<file path="config.mk">
export PLATFORM = sky130hd
export DESIGN_NAME = csla_sub_64bit_pipe_flat
export DESIGN_NICKNAME = d
export VERILOG_FILES = /design/src/rtl/csla_pkg.sv /design/src/rtl/csla_sub_64bit_pipe_if.sv /design/src/rtl/csla_half_cand.sv /design/src/rtl/csla_sub_64bit_pipe.sv /design/src/flat_wrapper.sv
export SDC_FILE = /design/constraint.sdc
export NUM_CORES = 1
export LEC_CHECK = 0
export CAP_MARGIN = 20
export CELL_PAD_IN_SITES_DETAIL_PLACEMENT = 1
export CELL_PAD_IN_SITES_GLOBAL_PLACEMENT = 2
export CORE_UTILIZATION = 29
export CTS_CLUSTER_SIZE = 30
export DETAILED_ROUTE_END_ITERATION = 10
export PLACE_DENSITY_LB_ADDON = 0.12
export SLEW_MARGIN = 10
export SYNTH_ARGS = -nofsm -noshare
export SYNTH_HDL_FRONTEND = slang
export SYNTH_SLANG_ARGS = --single-unit
</file>
<file path="constraint.sdc">
create_clock -name clk -period 1.19 [get_ports clk]
set_input_delay 0.2975 -clock clk [delete_from_list [all_inputs] [get_ports clk]]
set_output_delay 0.2975 -clock clk [all_outputs]
set_load 0.02 [all_outputs]
</file>
<file path="src/rtl/csla_pkg.sv">
// Shared definitions for the carry-select adder/subtractor family.
// Width defaults, half-split derivation and the full-adder carry primitive.
package csla_pkg;

  localparam int WIDTH_DEFAULT = 64;

  // Split point between the low ripple half and the carry-select high half.
  function automatic int half_of(input int width);
    return width / 2;
  endfunction

  // Majority function: carry out of a single full-adder cell.
  function automatic logic fa_carry(input logic x, input logic y, input logic c);
    return (x & y) | (x & c) | (y & c);
  endfunction

endpackage

</file>
<file path="src/rtl/csla_sub_64bit_pipe_if.sv">
// Operand/result stream bundle for csla_sub_64bit_pipe.
// Both sides are valid/ready: a beat transfers on any rising edge where valid & ready are both 1.
interface csla_sub_64bit_pipe_if #(
  parameter int WIDTH = 64
);

  logic [WIDTH-1:0] a;
  logic [WIDTH-1:0] b;
  logic             bin;
  logic             in_valid;
  logic             in_ready;
  logic [WIDTH-1:0] diff;
  logic             bout;
  logic             ovf;
  logic             out_valid;
  logic             out_ready;

  modport master (
    output a, b, bin, in_valid, out_ready,
    input  in_ready, diff, bout, ovf, out_valid
  );

  modport slave (
    input  a, b, bin, in_valid, out_ready,
    output in_ready, diff, bout, ovf, out_valid
  );

endinterface

</file>
<file path="src/rtl/csla_half_cand.sv">
// Combinational HALF-bit ripple pair producing both carry-select candidates.
// o_sum0 assumes carry-in 0, o_sum1 assumes carry-in 1; the top bit of each is the carry out.
module csla_half_cand
  import csla_pkg::*;
#(
  parameter int HALF = 32
) (
  input  logic [HALF-1:0] i_a,
  input  logic [HALF-1:0] i_b,
  output logic [HALF:0]   o_sum0,
  output logic [HALF:0]   o_sum1
);

  always_comb begin : p_ripple_pair
    logic w_c0;
    logic w_c1;
    w_c0   = 1'b0;
    w_c1   = 1'b1;
    o_sum0 = '0;
    o_sum1 = '0;
    for (int i = 0; i < HALF; i++) begin
      o_sum0[i] = i_a[i] ^ i_b[i] ^ w_c0;
      o_sum1[i] = i_a[i] ^ i_b[i] ^ w_c1;
      w_c0      = fa_carry(i_a[i], i_b[i], w_c0);
      w_c1      = fa_carry(i_a[i], i_b[i], w_c1);
    end
    o_sum0[HALF] = w_c0;
    o_sum1[HALF] = w_c1;
  end

endmodule

</file>
<file path="src/rtl/csla_sub_64bit_pipe.sv">
// Two-stage pipelined carry-select subtractor: diff = a - b - bin, computed as a + ~b + ~bin.
// Stage 1 holds the low-half sum and both high-half candidates; stage 2 selects and registers results.
module csla_sub_64bit_pipe
  import csla_pkg::*;
#(
  parameter int WIDTH = WIDTH_DEFAULT
) (
  input  logic                  clk,
  input  logic                  rst_n,
  csla_sub_64bit_pipe_if.slave  bus
);

  localparam int HALF = half_of(WIDTH);

  logic [WIDTH-1:0] w_b_inv;
  logic [HALF:0]    w_lo_sum;
  logic [HALF:0]    w_hi_sum0;
  logic [HALF:0]    w_hi_sum1;
  logic             w_adv1;
  logic             w_adv2;
  logic             w_accept;

  logic             r_s1_valid;
  logic [HALF-1:0]  r_s_lo;
  logic             r_c_lo;
  logic [HALF:0]    r_hi0;
  logic [HALF:0]    r_hi1;
  logic             r_a_msb;
  logic             r_b_msb;

  logic             r_out_valid;
  logic [WIDTH-1:0] r_diff;
  logic             r_bout;
  logic             r_ovf;

  logic [HALF:0]    w_hi_sel;
  logic [WIDTH-1:0] w_diff_nxt;
  logic             w_bout_nxt;
  logic             w_ovf_nxt;

  // Ready depends only on the valid bits and out_ready, never on in_valid.
  assign w_adv2       = !r_out_valid | bus.out_ready;
  assign w_adv1       = !r_s1_valid | w_adv2;
  assign w_accept     = bus.in_valid & w_adv1;
  assign bus.in_ready = w_adv1;

  assign w_b_inv = ~bus.b;

  // Low half: single ripple chain whose carry-in is the inverted borrow-in.
  always_comb begin : p_lo_ripple
    logic w_c;
    w_c      = ~bus.bin;
    w_lo_sum = '0;
    for (int i = 0; i < HALF; i++) begin
      w_lo_sum[i] = bus.a[i] ^ w_b_inv[i] ^ w_c;
      w_c         = fa_carry(bus.a[i], w_b_inv[i], w_c);
    end
    w_lo_sum[HALF] = w_c;
  end

  csla_half_cand #(
    .HALF (HALF)
  ) u_hi_cand (
    .i_a    (bus.a[WIDTH-1:HALF]),
    .i_b    (w_b_inv[WIDTH-1:HALF]),
    .o_sum0 (w_hi_sum0),
    .o_sum1 (w_hi_sum1)
  );

  always_ff @(posedge clk or negedge rst_n) begin
    if (!rst_n) begin
      r_s1_valid <= 1'b0;
      r_s_lo     <= '0;
      r_c_lo     <= 1'b0;
      r_hi0      <= '0;
      r_hi1      <= '0;
      r_a_msb    <= 1'b0;
      r_b_msb    <= 1'b0;
    end else begin
      if (w_adv1) begin
        r_s1_valid <= bus.in_valid;
      end
      if (w_accept) begin
        r_s_lo  <= w_lo_sum[HALF-1:0];
        r_c_lo  <= w_lo_sum[HALF];
        r_hi0   <= w_hi_sum0;
        r_hi1   <= w_hi_sum1;
        r_a_msb <= bus.a[WIDTH-1];
        r_b_msb <= bus.b[WIDTH-1];
      end
    end
  end

  // The low-half carry is the only path by which a borrow crosses the split.
  assign w_hi_sel   = r_c_lo ? r_hi1 : r_hi0;
  assign w_diff_nxt = {w_hi_sel[HALF-1:0], r_s_lo};
  assign w_bout_nxt = ~w_hi_sel[HALF];
  assign w_ovf_nxt  = (r_a_msb != r_b_msb) & (w_hi_sel[HALF-1] != r_a_msb);

  always_ff @(posedge clk or negedge rst_n) begin
    if (!rst_n) begin
      r_out_valid <= 1'b0;
      r_diff      <= '0;
      r_bout      <= 1'b0;
      r_ovf       <= 1'b0;
    end else begin
      if (w_adv2) begin
        r_out_valid <= r_s1_valid;
      end
      if (w_adv2 && r_s1_valid) begin
        r_diff <= w_diff_nxt;
        r_bout <= w_bout_nxt;
        r_ovf  <= w_ovf_nxt;
      end
    end
  end

  assign bus.out_valid = r_out_valid;
  assign bus.diff      = r_diff;
  assign bus.bout      = r_bout;
  assign bus.ovf       = r_ovf;

endmodule
</file>
<file path="src/flat_wrapper.sv">
// flat-port wrapper written by rule: the top's interface ports become plain ports
module csla_sub_64bit_pipe_flat import csla_pkg::*;
#(
  parameter int WIDTH = WIDTH_DEFAULT
)
  (clk, rst_n, bus_a, bus_b, bus_bin, bus_in_valid, bus_out_ready, bus_in_ready, bus_diff, bus_bout, bus_ovf, bus_out_valid);
  csla_sub_64bit_pipe_if #(.WIDTH(WIDTH)) bus_i ();
  input  logic clk;
  input  logic rst_n;
  input wire logic [$bits(bus_i.a)-1:0] bus_a;
  input wire logic [$bits(bus_i.b)-1:0] bus_b;
  input wire logic [$bits(bus_i.bin)-1:0] bus_bin;
  input wire logic [$bits(bus_i.in_valid)-1:0] bus_in_valid;
  input wire logic [$bits(bus_i.out_ready)-1:0] bus_out_ready;
  output wire logic [$bits(bus_i.in_ready)-1:0] bus_in_ready;
  output wire logic [$bits(bus_i.diff)-1:0] bus_diff;
  output wire logic [$bits(bus_i.bout)-1:0] bus_bout;
  output wire logic [$bits(bus_i.ovf)-1:0] bus_ovf;
  output wire logic [$bits(bus_i.out_valid)-1:0] bus_out_valid;
  assign bus_i.a = bus_a;
  assign bus_i.b = bus_b;
  assign bus_i.bin = bus_bin;
  assign bus_i.in_valid = bus_in_valid;
  assign bus_i.out_ready = bus_out_ready;
  assign bus_in_ready = bus_i.in_ready;
  assign bus_diff = bus_i.diff;
  assign bus_bout = bus_i.bout;
  assign bus_ovf = bus_i.ovf;
  assign bus_out_valid = bus_i.out_valid;
  csla_sub_64bit_pipe #(.WIDTH(WIDTH)) u_core (.clk(clk), .rst_n(rst_n), .bus(bus_i));
endmodule
</file>
# After elaboration in Yosys (flattened, before gate mapping)

Index checks and enable logic that the tools add are counted.

Bits in registers: 169
Input port bits: 133
Output and inout port bits: 68
Word-level logic and storage cells: 625

Equal/unequal tests: 2
Muxes and demuxes: 1
Bitwise logic cells: 608
Reductions and logical operators: 3

Operators by type and width:

| cell                  | count |
|---|---|
| 1-bit bitwise AND     | 254 |
| 1-bit bitwise OR      | 192 |
| 1-bit XOR             | 158 |
| 64-bit NOT            | 1 |
| 33-bit two-way mux    | 1 |
| 1-bit NOT             | 3 |
| 1-bit zero test       | 2 |
| 1-bit inequality test | 2 |
| 1-bit logical AND     | 1 |

# Depth between registers and ports, before layout

Word-level depth: 97
Mapped depth: 36
Depth with buffers taken out: 36

# Hierarchy

From an unflattened synthesis, not the netlist that was laid out.

Cell total of the unflattened synthesis: 647
Area total of the unflattened synthesis: 8948.6 um2

Modules (own cells, without submodules):

| module              | instances | cells an instance | area an instance (um2) | sequential area each (um2) |
|---|---|---|---|---|
| csla_sub_64bit_pipe | 1         | 569               | 7622.3                 | 4229.1 |
| csla_half_cand      | 1         | 78                | 1326.3                 | 0.0 |

# Least setup slack after synthesis

OpenSTA, ideal clock, no wires.

Path type: input-to-reg
From: input port bus_bin
To: register u_core.r_s_lo[31]
Library setup time: 0.125 ns
Arrival time: 12.797 ns
Required time: 1.065 ns
Path slack: -11.732 ns
Stages on the path: 34
Buffers on the path: 0
Cell sequence: fa_1 fa_1 fa_1 fa_1 fa_1 fa_1 fa_1 fa_1 fa_1 fa_1 fa_1 fa_1 fa_1 fa_1 fa_1 fa_1 fa_1 fa_1 fa_1 fa_1 fa_1 fa_1 fa_1 fa_1 fa_1 fa_1 fa_1 fa_1 fa_1 fa_1 fa_1 inv_1 fa_1 mux2_2

Cells in the longest elaborated chain, start to end: 95
Elaborated cells on any way between the ends: 126
Those cells by class: bitwise (126)

RTL lines:

| item                    | RTL line                  | RTL |
|---|---|---|
| from (decl)             | flat_wrapper.sv:12        | `input wire logic [$bits(bus_i.bin)-1:0] bus_bin;` |
| 1-bit NOT (*)           | csla_sub_64bit_pipe.sv:52 | `w_c = ~bus.bin;` |
| 1-bit bitwise AND       | csla_pkg.sv:14            | `return (x & y) \| (x & c) \| (y & c);` |
| 1-bit bitwise OR        | csla_pkg.sv:14            |  |
| 1-bit bitwise OR (*)    | csla_pkg.sv:14            |  |
| 1-bit bitwise AND       | csla_pkg.sv:14            |  |
| 1-bit bitwise OR        | csla_pkg.sv:14            |  |
| 1-bit bitwise OR (*)    | csla_pkg.sv:14            |  |
| 1-bit bitwise AND       | csla_pkg.sv:14            |  |
| [... 80 more ...]       | n/a                       |  |
| 1-bit bitwise AND       | csla_pkg.sv:14            |  |
| 1-bit bitwise OR        | csla_pkg.sv:14            |  |
| 1-bit bitwise OR (*)    | csla_pkg.sv:14            |  |
| 1-bit bitwise AND       | csla_pkg.sv:14            |  |
| 1-bit bitwise OR        | csla_pkg.sv:14            |  |
| 1-bit bitwise OR (*)    | csla_pkg.sv:14            |  |
| 1-bit XOR (*)           | csla_sub_64bit_pipe.sv:55 | `w_lo_sum[i] = bus.a[i] ^ w_b_inv[i] ^ w_c;` |
| via u_core.w_lo_sum[31] | csla_sub_64bit_pipe.sv:16 | `logic [HALF:0] w_lo_sum;` |
| to (signal assigned)    | csla_sub_64bit_pipe.sv:84 | `r_s_lo <= w_lo_sum[HALF-1:0];` |
| to (decl)               | csla_sub_64bit_pipe.sv:24 | `logic [HALF-1:0] r_s_lo;` |

The timed path passes the listed nets; every way through them passes the cells marked *.
A chain may end at the register's enable or synchronous reset.

# Worst setup path after layout

Same ends and word-level chain as after synthesis.

==> run metrics <==
run status finished with violations; failing checks negative setup slack; DP Wirelength 18200 um; cell repeated most along the worst path sky130_fd_sc_hd__fa_2; slowest stage cell, crit path sky130_fd_sc_hd__fa_2; initial DRC count 237; overall routed net length 26100 um; CP arrival 12.10 ns; area of the core 30000 um2; clock tree from TritonCTS done; met3 Use GR 0.0446; highest clock rate 84.9 MHz; number of CTS-inserted buffers 17; net count of the mapped netlist 939; Synth Area per Inst 12.6 um2; horizontal die dimension 178 um; startpoint of the most critical hold path bus_a[32]; post-route insts no fill 1410; Worst Path Required 1.50 ns; maximum number of pins on one net before global-route repair 45; crit path kind primary input to flip-flop; clock transition time at the flip-flop clock pins of the worst setup and hold paths 0.07 ns; worst r2r src u_core.r_s1_valid$_DFFE_PN0N_; final net count 1237; Final ANT Viol Nets 0; DRT Pass-1 Iters 4; Starting Density 0.298; total leakage power 6.32 nW; actual transition at the worst max-transition pin 0.403 ns; Worst Path Max Fanout 1; Worst Setup Start Kind primary input; routability congestion estimate from global placement 0.791; # port buffers 200; number of antenna violations at the first check in global routing 2; maximum VDD drop 0.933 mV; PD cells 1670 nW/um2; final setup violation count 236; Final Max Slew Viols 0; type of the tightest min-delay check primary input to flip-flop; shortest period the worst path allows 11.78 ns; setup repair after global routing missed its margin yes; fraction of met2 tracks used by global routing 0.306; most heavily used metal layer in global routing met2; number of top-level pins 201; vertical die dimension 178 um; Area Overhead vs Synth 60.1%; met1 demand-to-capacity share in global routing 0.206; number of vias in the routed layout 6366; proportion of layout cells with a drive suffix above 1 0.463; clock root buffer sky130_fd_sc_hd__clkbuf_16; maximum capacitance violations 0; max incr delay on CP 0.42 ns; cell total after placement 1315; Skew-Pair Late Insertion Delay 0.43 ns; overall power after layout 0.0239 W; diode count 0; vias in the first global route 7327; min setup slack post-route -10.59 ns; Synth cell types 17; remaining global-route overflow 0; die outline area 31500 um2; final hold violations 0; Buffers & Inverters on Critical Path 2; CTS sink count 169; post-synthesis register bit count 169; ratio of routed vias to standard cells 4.51; Post-Place Setup Slack -11.44 ns; Clock Skew 0.0146 ns; first element of the critical path bus_bin; number of DRC violations after detailed routing 0; kind of cell adding the most delay to the critical path adder cells; post-synthesis cell count 710; number of buffers on the longest clock path 2; number of H-tree levels 4; FP Rows 63; portion of the clock cycle consumed by the worst path in the final layout 9.90; Max-slew headroom 0.732; portion of the post-synthesis area used by sequential elements 0.473; Tot GR Track Use 0.172; global-route wire length before repair 40600 um; Critical Path End Type flip-flop; top library cells by usage in the layout, fill and taps aside sky130_fd_sc_hd__dfrtp_1, sky130_fd_sc_hd__clkdlybuf4s50_1, sky130_fd_sc_hd__inv_1; detailed-route wire length per cell 18.5 um; synthesized area 8940 um2; commonest non-fill, non-tap cell in the layout sky130_fd_sc_hd__dfrtp_1; yosys warns 0
worst min-delay path, stage by stage:
cell and delay (ns):
sky130_fd_sc_hd__buf_8 0.09, sky130_fd_sc_hd__ha_4 0.13, sky130_fd_sc_hd__a21oi_2 0.05
area by class of cell:
class | instances | area, um2
Clock buffer | 20 | 447
Tap cell | 390 | 488
Timing Repair Buffer | 321 | 3560
Multi-Input combinational cell | 381 | 5030
Sequential cell | 169 | 4230
Clock inverter | 11 | 90.1
Fill cell | 3053 | 15600
Inverter | 118 | 463
registers in the layout, indices dropped and copies added, names as in the netlist:
| signal | flops |
|---|---|
| u_core.bus.diff | 64 |
| u_core.r_hi1 | 33 |
| u_core.r_s_lo | 32 |
| u_core.r_c_lo | 1 |
| u_core.r_hi0 | 33 |
| u_core.r_b_msb | 1 |
| u_core.bus.out_valid | 1 |
| u_core.r_s1_valid | 1 |
| u_core.bus.ovf | 1 |
| u_core.bus.bout | 1 |
| u_core.r_a_msb | 1 |
synth_stat cells:
master | n | share of area
sky130_fd_sc_hd__a21oi_1 | 118 | 0.066
sky130_fd_sc_hd__a31oi_1 | 32 | 0.022
sky130_fd_sc_hd__and2_1 | 1 | 0.00070
sky130_fd_sc_hd__buf_1 | 6 | 0.0025
sky130_fd_sc_hd__buf_2 | 19 | 0.011
sky130_fd_sc_hd__buf_6 | 3 | 0.0038
sky130_fd_sc_hd__clkbuf_1 | 14 | 0.0059
sky130_fd_sc_hd__dfrtp_1 | 169 | 0.47
sky130_fd_sc_hd__fa_1 | 94 | 0.21
sky130_fd_sc_hd__ha_1 | 2 | 0.0028
sky130_fd_sc_hd__inv_1 | 118 | 0.050
sky130_fd_sc_hd__mux2_1 | 3 | 0.0038
sky130_fd_sc_hd__mux2_2 | 40 | 0.050
sky130_fd_sc_hd__mux2i_1 | 83 | 0.093
sky130_fd_sc_hd__nand2_1 | 2 | 0.00084
sky130_fd_sc_hd__nand2b_1 | 5 | 0.0035
sky130_fd_sc_hd__nand3b_1 | 1 | 0.00084
power breakdown:
group	switching [W]	total, W	leakage, nW	internal (W)
registers	0.00124	0.00872	1.91	0.00748
logic	0.00442	0.0100	4.16	0.00562
clock network	0.00243	0.00518	0.251	0.00275
total	0.00809	0.0239	6.32	0.0159
what timing repair did:
item / 4_1_cts / 5_1_grt
resized for setup: 512 / 77
buffers inserted: 31 / 26
endpoints found under the setup margin: 235 / 237
pin swaps: 14 / 18
hold endpoints to repair: 12 / 0
hold buffers: 1 / 0
cloned: 13 / 1
cell families after synthesis:
kind of cell	share of synthesized area
buf+inv	0.0723
flops	0.473
mux	0.147
simple gates	0.00588
fa+ha+maj	0.213
compound gates	0.0884
through the flow:
stage	utilization	area, um2	hold slack (ns)	setup TNS (ns)
3_3_place_gp	0.408	12200	0.175	-616.88
5_1_grt	0.478	14300	0.173	-535.60
3_5_place_dp	0.408	12200	0.177	-624.50
6_report	0.478	14300	0.182	-517.55
2_1_floorplan	-	9460	0.00191	-506.71
4_1_cts	0.463	13900	0.255	-533.46
worst paths after layout:
check / to / slack (ns) / depth (start not counted)
worst max-delay path: u_core.r_s_lo[31]$_DFFE_PN0P_ / -10.59 / 35
worst min-delay path: u_core.r_hi1[0]$_DFFE_PN0P_ / 0.18 / 3
worst max register to register: u_core.r_hi0[16]$_DFFE_PN0P_ / -0.32 / 5
worst min register to register: u_core.bus.diff[19]$_DFFE_PN0P_ / 0.51 / 1
max in group asynchronous: u_core.r_s_lo[17]$_DFFE_PN0P_ / 0.35 / 3
min in group asynchronous: u_core.r_hi1[1]$_DFFE_PN0P_ / 0.30 / 2
metal layers:
metal  routed length (um)  part of all wire
met1                10600              0.41
met2                13800              0.53
met3                 1310             0.050
met4                  295             0.011
met5                   25           0.00096
Note: power is estimated with default switching activity, not from simulation.
